## config.mk

```make
export PLATFORM = sky130hd
export DESIGN_NAME = multi_bank_memory_unit_flat
export DESIGN_NICKNAME = d
export VERILOG_FILES = /design/src/rtl/multi_bank_memory_unit_if.sv /design/src/rtl/multi_bank_memory_unit.sv /design/src/flat_wrapper.sv
export SDC_FILE = /design/constraint.sdc
export NUM_CORES = 2
export LEC_CHECK = 0
export CAP_MARGIN = 15
export CORE_MARGIN = 5
export CORE_UTILIZATION = 45
export CTS_BUF_LIST = sky130_fd_sc_hd__clkbuf_16
export CTS_CLUSTER_DIAMETER = 80
export DETAILED_ROUTE_END_ITERATION = 8
export SLEW_MARGIN = 20
export SYNTH_ARGS = -nofsm -noshare
export SYNTH_HDL_FRONTEND = slang
export SYNTH_SLANG_ARGS = --single-unit
```

## constraint.sdc

```tcl
create_clock -name clk -period 3.2 [get_ports clk]
set_clock_uncertainty 0.2 [all_clocks]
set_input_delay 0.48 -clock clk [delete_from_list [all_inputs] [get_ports clk]]
set_output_delay 0.48 -clock clk [all_outputs]
set_load 0.01 [all_outputs]
```

## src/rtl/multi_bank_memory_unit_if.sv

```systemverilog
// Writer/reader bus of the banked song memory: the recorder appends and clears,
// the player requests words; clk and rst_n stay plain ports on the unit.
interface multi_bank_memory_unit_if #(
  parameter int DATA_WIDTH  = 8,
  parameter int DEPTH       = 64,
  parameter int NUM_BANKS   = 4,
  parameter int STATE_WIDTH = 2
);
  localparam int BANK_W = (NUM_BANKS > 1) ? $clog2(NUM_BANKS) : 1;
  localparam int LEN_W  = $clog2(DEPTH + 1);

  logic [STATE_WIDTH-1:0] current_state;
  logic                   write_en;
  logic [BANK_W-1:0]      wr_bank;
  logic [DATA_WIDTH-1:0]  data_in;
  logic                   clear_en;
  logic                   read_en;
  logic [BANK_W-1:0]      rd_bank;
  logic                   read_rst;
  logic                   loop_en;
  logic [DATA_WIDTH-1:0]  data_out;
  logic                   output_ready;
  logic                   end_of_data;
  logic                   full;
  logic [LEN_W-1:0]       duration;

  modport master (
    output current_state, write_en, wr_bank, data_in, clear_en,
    output read_en, rd_bank, read_rst, loop_en,
    input  data_out, output_ready, end_of_data, full, duration
  );

  modport slave (
    input  current_state, write_en, wr_bank, data_in, clear_en,
    input  read_en, rd_bank, read_rst, loop_en,
    output data_out, output_ready, end_of_data, full, duration
  );
endinterface

```

## src/rtl/multi_bank_memory_unit.sv

```systemverilog
// Banked append-only song memory: NUM_BANKS independent banks with their own
// length counters, one playback pointer with restart, end-of-data and looping.
module multi_bank_memory_unit #(
  parameter int DATA_WIDTH  = 8,
  parameter int DEPTH       = 64,
  parameter int NUM_BANKS   = 4,
  parameter int STATE_WIDTH = 2
) (
  input logic clk,
  input logic rst_n,
  multi_bank_memory_unit_if.slave bus
);
  localparam int BANK_W = (NUM_BANKS > 1) ? $clog2(NUM_BANKS) : 1;
  localparam int LEN_W  = $clog2(DEPTH + 1);
  localparam int ADDR_W = (DEPTH > 1) ? $clog2(DEPTH) : 1;
  localparam logic [STATE_WIDTH-1:0] ST_AUTOPLAY = STATE_WIDTH'(0);
  localparam logic [STATE_WIDTH-1:0] ST_LEARNING = STATE_WIDTH'(1);
  localparam logic [LEN_W-1:0]       LEN_FULL    = LEN_W'(DEPTH);

  logic [DATA_WIDTH-1:0] mem_q [NUM_BANKS][DEPTH];
  logic [LEN_W-1:0]      len_q [NUM_BANKS];
  logic [LEN_W-1:0]      len_d [NUM_BANKS];
  logic [LEN_W-1:0]      rd_ptr_q, rd_ptr_d;
  logic [BANK_W-1:0]     rd_bank_q;
  logic [DATA_WIDTH-1:0] data_out_q, data_out_d;
  logic                  output_ready_q, output_ready_d;
  logic                  end_of_data_q, end_of_data_d;

  logic                  wr_ok_s, rd_ok_s, mem_we_s, mode_ok_s, restart_s;
  logic [LEN_W-1:0]      wr_len_s, rd_len_s;
  logic [DATA_WIDTH-1:0] rd_word_s, first_word_s;

  // Bank indices beyond NUM_BANKS behave as permanently empty banks
  assign wr_ok_s   = (32'(bus.wr_bank) < NUM_BANKS);
  assign rd_ok_s   = (32'(bus.rd_bank) < NUM_BANKS);
  assign wr_len_s  = wr_ok_s ? len_q[bus.wr_bank] : LEN_W'(0);
  assign rd_len_s  = rd_ok_s ? len_q[bus.rd_bank] : LEN_W'(0);
  assign mode_ok_s = (bus.current_state == ST_AUTOPLAY) || (bus.current_state == ST_LEARNING);
  assign restart_s = bus.read_rst || !mode_ok_s || (bus.rd_bank != rd_bank_q);
  assign rd_word_s    = mem_q[bus.rd_bank][rd_ptr_q[ADDR_W-1:0]];
  assign first_word_s = mem_q[bus.rd_bank][ADDR_W'(0)];

  assign bus.full         = wr_ok_s && (wr_len_s == LEN_FULL);
  assign bus.duration     = rd_len_s;
  assign bus.data_out     = data_out_q;
  assign bus.output_ready = output_ready_q;
  assign bus.end_of_data  = end_of_data_q;

  // Append/clear: clear wins over a same-cycle write, writes to a full bank drop
  always_comb begin
    len_d    = len_q;
    mem_we_s = 1'b0;
    if (wr_ok_s && bus.clear_en) begin
      len_d[bus.wr_bank] = LEN_W'(0);
    end else if (wr_ok_s && bus.write_en && (wr_len_s < LEN_FULL)) begin
      mem_we_s           = 1'b1;
      len_d[bus.wr_bank] = wr_len_s + LEN_W'(1);
    end else begin
      mem_we_s = 1'b0;
    end
  end

  // Playback: restart beats read_en; reads use the pre-edge bank length
  always_comb begin
    rd_ptr_d       = rd_ptr_q;
    data_out_d     = data_out_q;
    output_ready_d = 1'b0;
    end_of_data_d  = end_of_data_q;
    if (restart_s) begin
      rd_ptr_d      = LEN_W'(0);
      data_out_d    = DATA_WIDTH'(0);
      end_of_data_d = 1'b0;
    end else if (bus.read_en) begin
      if (rd_ptr_q < rd_len_s) begin
        data_out_d     = rd_word_s;
        rd_ptr_d       = rd_ptr_q + LEN_W'(1);
        output_ready_d = 1'b1;
      end else if ((bus.current_state == ST_AUTOPLAY) && bus.loop_en &&
                   (rd_len_s != LEN_W'(0))) begin
        data_out_d     = first_word_s;
        rd_ptr_d       = LEN_W'(1);
        output_ready_d = 1'b1;
      end else begin
        end_of_data_d = 1'b1;
      end
    end else begin
      output_ready_d = 1'b0;
    end
  end

  // Storage array is deliberately not reset
  always_ff @(posedge clk) begin
    if (mem_we_s) begin
      mem_q[bus.wr_bank][wr_len_s[ADDR_W-1:0]] <= bus.data_in;
    end
  end

  // Control and output registers
  always_ff @(posedge clk or negedge rst_n) begin
    if (!rst_n) begin
      for (int b = 0; b < NUM_BANKS; b++) begin
        len_q[b] <= LEN_W'(0);
      end
      rd_ptr_q       <= LEN_W'(0);
      rd_bank_q      <= BANK_W'(0);
      data_out_q     <= DATA_WIDTH'(0);
      output_ready_q <= 1'b0;
      end_of_data_q  <= 1'b0;
    end else begin
      len_q          <= len_d;
      rd_ptr_q       <= rd_ptr_d;
      rd_bank_q      <= bus.rd_bank;
      data_out_q     <= data_out_d;
      output_ready_q <= output_ready_d;
      end_of_data_q  <= end_of_data_d;
    end
  end
endmodule
```

## src/flat_wrapper.sv

```systemverilog
// flat-port wrapper written by rule: the top's interface ports become plain ports
module multi_bank_memory_unit_flat 
#(
  parameter int DATA_WIDTH  = 8,
  parameter int DEPTH       = 64,
  parameter int NUM_BANKS   = 4,
  parameter int STATE_WIDTH = 2
)
  (clk, rst_n, bus_current_state, bus_write_en, bus_wr_bank, bus_data_in, bus_clear_en, bus_read_en, bus_rd_bank, bus_read_rst, bus_loop_en, bus_data_out, bus_output_ready, bus_end_of_data, bus_full, bus_duration);
  multi_bank_memory_unit_if #(.DATA_WIDTH(DATA_WIDTH), .DEPTH(DEPTH), .NUM_BANKS(NUM_BANKS), .STATE_WIDTH(STATE_WIDTH)) bus_i ();
  input logic clk;
  input logic rst_n;
  input wire logic [$bits(bus_i.current_state)-1:0] bus_current_state;
  input wire logic [$bits(bus_i.write_en)-1:0] bus_write_en;
  input wire logic [$bits(bus_i.wr_bank)-1:0] bus_wr_bank;
  input wire logic [$bits(bus_i.data_in)-1:0] bus_data_in;
  input wire logic [$bits(bus_i.clear_en)-1:0] bus_clear_en;
  input wire logic [$bits(bus_i.read_en)-1:0] bus_read_en;
  input wire logic [$bits(bus_i.rd_bank)-1:0] bus_rd_bank;
  input wire logic [$bits(bus_i.read_rst)-1:0] bus_read_rst;
  input wire logic [$bits(bus_i.loop_en)-1:0] bus_loop_en;
  output wire logic [$bits(bus_i.data_out)-1:0] bus_data_out;
  output wire logic [$bits(bus_i.output_ready)-1:0] bus_output_ready;
  output wire logic [$bits(bus_i.end_of_data)-1:0] bus_end_of_data;
  output wire logic [$bits(bus_i.full)-1:0] bus_full;
  output wire logic [$bits(bus_i.duration)-1:0] bus_duration;
  assign bus_i.current_state = bus_current_state;
  assign bus_i.write_en = bus_write_en;
  assign bus_i.wr_bank = bus_wr_bank;
  assign bus_i.data_in = bus_data_in;
  assign bus_i.clear_en = bus_clear_en;
  assign bus_i.read_en = bus_read_en;
  assign bus_i.rd_bank = bus_rd_bank;
  assign bus_i.read_rst = bus_read_rst;
  assign bus_i.loop_en = bus_loop_en;
  assign bus_data_out = bus_i.data_out;
  assign bus_output_ready = bus_i.output_ready;
  assign bus_end_of_data = bus_i.end_of_data;
  assign bus_full = bus_i.full;
  assign bus_duration = bus_i.duration;
  multi_bank_memory_unit #(.DATA_WIDTH(DATA_WIDTH), .DEPTH(DEPTH), .NUM_BANKS(NUM_BANKS), .STATE_WIDTH(STATE_WIDTH)) u_core (.clk(clk), .rst_n(rst_n), .bus(bus_i));
endmodule
```

# Yosys cells after proc, flatten, opt, wreduce, memory -nomap -nowiden
# Memories as Yosys holds them, arrays and structs flattened.
# Index checks and enable logic that the tools add are counted.
[totals] ff_bits=47 ram_bits=2048 inputBits=21 output_inout_bits=18 word_cells=83 mem_count=1
[classes] add_sub_neg=2 n_lt_le_gt_ge=8 n_eq_ne=5 mux=36 bitwise=6 reduce_logical=16
[memory_table] memory="u_core.mem_q" words=4 word_bits=512 rd=1 rd_clocked_by_memory_dff=0 wr=1 line="multi_bank_memory_unit.sv:20" source="logic [DATA_WIDTH-1:0] mem_q [NUM_BANKS][DEPTH];"
[ops] operator="$mux 512" n=1
[ops] operator="$mux 7" n=9
[ops] operator="$mux 28" n=2
[ops] operator="$mux 8" n=7
[ops] operator="$bmux 8 s6" n=1
[ops] operator="$demux 8 s6" n=1
[ops] operator="$and 28x28->28" n=1
[ops] operator="$bmux 7 s2" n=2
[ops] operator="$bwmux 28" n=1
[ops] operator="$not 28->28" n=1
[ops] operator="$add 7x1->7 const B" n=2
[ops] operator="$demux 7 s2" n=1
[ops] operator="$ge 7x7->1 const B" n=2
[ops] operator="$not 6->7" n=2
[ops] operator="$mux 1" n=11
[ops] operator="$eq 7x7->1 const B" n=1
[ops] operator="$lt 7x1->1 const B" n=1
[ops] operator="$lt 7x7->1" n=1
[ops] operator="$lt 7x7->1 const B" n=1
[ops] operator="$reduce_bool 7->1" n=1
[ops] operator="$ge 3x3->1 const B" n=2
[ops] operator="$not 2->3" n=2
[ops] operator="$logic_and 1x1->1" n=5
[ops] operator="$ne 2x1->1 const B" n=2
[ops] operator="10 further kinds" n=13

# Depth between registers and ports, before layout
[depth] ltp_word=10 ltp_mapped=15 ltp_nobuf=11

# Worst setup path after synthesis
# OpenSTA, ideal clock, no wires.
[synth_path] path_kind="input -> register" from="input bus_rd_bank[1]" to="register u_core.data_out_q[0] (netlist: u_core.bus.data_out[0])" arrival_time_ps=3331 setup_slack_ps=-402 stages=15 path_buffers=4 path_cell_list="buf_4 buf_4 buf_2 mux4_2 inv_1 ha_1 and4_1 a21oi_1 o31ai_1 nor2_1 nand3_1 buf_2 nor4_1 o41ai_2 nand4_1"
[synth_via] elab_chain_len=8
[synth_rtl] element="start, declared" line="flat_wrapper.sv:19" source="input wire logic [$bits(bus_i.rd_bank)-1:0] bus_rd_bank;"
[synth_rtl] element="$not 2->3 (implied by the code) *" line="multi_bank_memory_unit.sv:37" source="assign rd_len_s = rd_ok_s ? len_q[bus.rd_bank] : LEN_W'(0);"
[synth_rtl] element="$bmux 7 s2 *" line="multi_bank_memory_unit.sv:37"
[synth_rtl] element="$mux 7 (implied by the code) * (2 in series)" line="multi_bank_memory_unit.sv:37"
[synth_rtl] element="named net bus_duration[4]" line="flat_wrapper.sv:26" source="output wire logic [$bits(bus_i.duration)-1:0] bus_duration;"
[synth_rtl] element="$lt 7x7->1 or $reduce_bool 7->1 (tied branches)" line="multi_bank_memory_unit.sv:74, multi_bank_memory_unit.sv:79"
[synth_rtl] element="$mux 8 or $logic_and 1x1->1 (tied branches)" line="multi_bank_memory_unit.sv:74, multi_bank_memory_unit.sv:78"
[synth_rtl] element="$mux 8 or $reduce_bool 3->1 (tied branches)"
[synth_rtl] element="$mux 8 or $reduce_and 2->1 (tied branches)"
[synth_rtl] element="end signal, assigned" line="multi_bank_memory_unit.sv:113" source="data_out_q <= data_out_d;"
[synth_rtl] element="end, declared" line="multi_bank_memory_unit.sv:25" source="logic [DATA_WIDTH-1:0] data_out_q, data_out_d;"
# Mark *: on every way through the listed nets, which the timed path passes. The rest lies on a longest branch. The select of a mux whose other input is x is not followed.
# A chain may end at the register's enable or synchronous reset.

# Final worst setup path
[layout_path] from="register u_core.len_q[1] in the netlist's numbering" to="output bus_full"
[layout_via] elab_chain_len=4
[layout_rtl] element="start, declared" line="multi_bank_memory_unit.sv:21" source="logic [LEN_W-1:0] len_q [NUM_BANKS];"
[layout_rtl] element="start signal, assigned" line="multi_bank_memory_unit.sv:110" source="len_q <= len_d;"
[layout_rtl] element="$bmux 7 s2" line="multi_bank_memory_unit.sv:36" source="assign wr_len_s = wr_ok_s ? len_q[bus.wr_bank] : LEN_W'(0);"
[layout_rtl] element="$mux 7 (implied by the code) (2 in series)" line="multi_bank_memory_unit.sv:36"
[layout_rtl] element="$eq 7x7->1" line="multi_bank_memory_unit.sv:43" source="assign bus.full = wr_ok_s && (wr_len_s == LEN_FULL);"
[layout_rtl] element="end, declared" line="flat_wrapper.sv:25" source="output wire logic [$bits(bus_i.full)-1:0] bus_full;"
# No other way between the ends. The select of a mux whose other input is x is not followed.

==> out/metrics.cfg <==
[final_layout]
final_nets = 5164
post-route-util = 0.5538
area_delta_synth_final_pct = 22.55
layout-drive-gt1-share = 0.3473

[sta]
max_freq_ghz = 0.2981
worst_pin_slew_ps = 1024
fin_crit_ps = 3355
setup-violations-final = 7
setup_ws_ps = -154.8
slew_headroom = 0.3174
slew_viol_final = 0
finalHoldViolations = 0
rsz0062_at_grt = true
holdWs_ps = 34.40
period_share = 1.048

[critical_path]
r2r_cells = 14
path_max_fanout = 2
cp.required_ps = 2520
worstSetupPathType = reg2out
rrSetupSlack_ps = -110
cp.arrival_ps = 2670
startpoint_type = flop
endpoint_kind = primary output

[pwr]
seq_power_share = 0.507
p_clk_frac = 0.409
internal-power_uw = 46160
powerDensity_nw_per_um2 = 584.7
p_sw_uw = 13760
leakage_uw = 0.03509
p_sw_frac = 0.2296
comb_power_share = 0.084
vdd_drop_max_mv = 0.5208

[place]
place_congestion = 0.8902
port_buffers = 38
pre_cts_slack_ps = -1080
place_hpwl_um = 158200

[logic_synthesis]
ys_warn_count = 0
synth_area_um2 = 83620
synth.area.top_cells = edfxtp_1 (74%), mux4_2 (10%), mux2i_1 (3.6%), dfrtp_1 (1.4%), nor3_1 (1.3%)
synth_edf_count = 2048
synth_common_cells = edfxtp_1 (2,048), mux4_2 (380), mux2i_1 (304), nor3_1 (222), nand2_1 (128)
synth_cell_types = 77
ys_ff_latch = 2095
synth_nets = 4226
synthCells = 4196
synth.most_common_cell = edfxtp_1
synth_top_flop_cell = edfxtp_1
synthArstFlopShare = 0.02243
avgSynthCellArea_um2 = 19.93
ys_seq_area_frac = 0.7495
synth_largest_area_cell = edfxtp_1
synth_top_area_frac = 0.7354

[grt]
grt_pass1_vias = 46890
grt_usage = 0.2444
grt_overflow = 0
antenna_found_initial = 5
grt_max_degree = 103
grt_pass1_wl_um = 340300

[clocking]
cts_max_level = 4
numCtsBuffers = 211
clkLatencyLatePin_ps = 850
clkSlewWorstSetupHoldPaths_ps = 60
cts_tree = built
cts.sinks = 2095
root_buffer = clkbuf_16
clk_path_buf_depth = 3

[routing]
routed_via_density = 5.984
wirelength_um = 239300
drc = 0
num_vias = 46650
ant_nets = 0
drt_first_pass_iters = 7
drtIter0Drc = 5247
wl_per_cell_um = 30.69

[floorplan]
fp-row-count = 158
start_util = 0.4519
io_pins = 39
core_um2 = 185000
dieWidth_um = 441.1
die_h_um = 441.1
die-area_um2 = 194500

[worst_hold_path]
holdPathStages = 1
worstHoldPathType = in2reg

[job]
maxCapViolCount = 0

[run_status]
status = complete, but fails checks
violations = negative setup slack

-- final cells by class --
class,instances,area [um2]
diodes,7,17.52
multi-input cells,1801,20110
inverters,15,95.09
well taps,2480,3103
clock inverters,177,1634
flip-flops and latches,2095,62690
clock buffers,211,5280
repair buffers,1010,9557
fillers,14180,82560
-- power by group through the flow --
stage	clock network, uW	registers, uW	logic [uW]
6_report	24500	30400	5050
5_1_grt	26100	30300	5240
4_1_cts	24900	30300	4930
3_5_place_dp	0	30900	4750
3_3_place_gp	0	30900	4710
2_1_floorplan	0	30900	2080
-- cell usage in the layout, fill, tap and decap left out, types with 24 or more instances in the layout --
master / n
clkinv_2: 37
dfrtp_1: 43
clkinv_1: 54
clkbuf_16: 213
nor3_1: 167
nand3_1: 58
nor3_4: 31
a21oi_1: 48
nor2_1: 100
o21ai_0: 69
nand2_1: 117
bufinv_16: 24
edfxtp_1: 2048
a221oi_1: 62
buf_4: 810
mux4_2: 383
mux4_1: 36
a22oi_1: 73
mux2i_1: 300
inv_1: 50
buf_12: 129
nor3_2: 24
-- layer usage --
| layer | track usage | vias up | share of wire |
|---|---|---|---|
| met3 | 0.05000 | 353 | 0.083 |
| met4 | 0.07332 | 0 | 0.032 |
| li1 | - | 19450 | - |
| met1 | 0.3440 | 24690 | 0.41 |
| met5 | 0 | - | 0 |
| met2 | 0.3887 | 2156 | 0.48 |
-- repair_timing --
action / in CTS / in global routing
cloned: 1 / 2
endpoints found under the setup margin: 241 / 162
setup buffers: 18 / 20
hold buffers: 7 / 0
endpoints found under the hold margin: 170 / 0
pin swaps: 12 / 26
resized for setup: 78 / 108
-- worst max-delay path, stage by stage (launching register included) --
cell and delay (ps):
dfrtp_1 390, buf_6 120, mux4_2 540, clkinv_4 80
ha_4 130, nand2_4 50, nor3_4 270, buf_6 150
buf_6 90
-- worst paths after layout --
kind | startpoint | end
max | u_core.len_q[1] | bus_full
min | bus_data_in[0] | u_core.mem_q[3][96]
max reg2reg | u_core.rd_ptr_q[0] | u_core.bus.data_out[7]
min reg2reg | u_core.len_q[27] | u_core.len_q[27]
max in group asynchronous | rst_n | u_core.rd_ptr_q[0]
min in group asynchronous | rst_n | u_core.rd_bank_q[1]
-- metrics by stage --
stage / TNS, ps / std cells / instance area [um2] / total power [uW]
after floorplan: -107960 / 4196 / 84020 / 32990
after global placement: -1105310 / 7354 / 94220 / 35630
after global routing: -755.7 / 7789 / 102500 / 61720
final: -483.1 / 7796 / 102500 / 59920
after CTS: -325.8 / 7769 / 101700 / 60170
after detailed placement: -1112560 / 7355 / 94240 / 35680
-- logic make-up (layout without fill, tap and decap cells) --
group,count (synthesis),count (layout),synth area share
flip-flops,2095,2095,0.7495
multiplexers,742,742,0.1535
other,0,7,0
AO/OA/AOI/OAI,443,443,0.03763
adder cells (fa/ha/maj),9,9,0.001347
AND/OR/NAND/NOR,600,601,0.03391
XOR/XNOR,6,6,0.0006284
buffers and inverters,301,1413,0.02343
-- flip-flops by register name, indices dropped and copies added (netlist names) --
name and cells:
u_core.len_q 28, u_core.mem_q 2048, u_core.bus.end_of_data 1, u_core.rd_bank_q 2
u_core.bus.output_ready 1, u_core.bus.data_out 8, u_core.rd_ptr_q 7
Power figures use the tool's default switching activity.
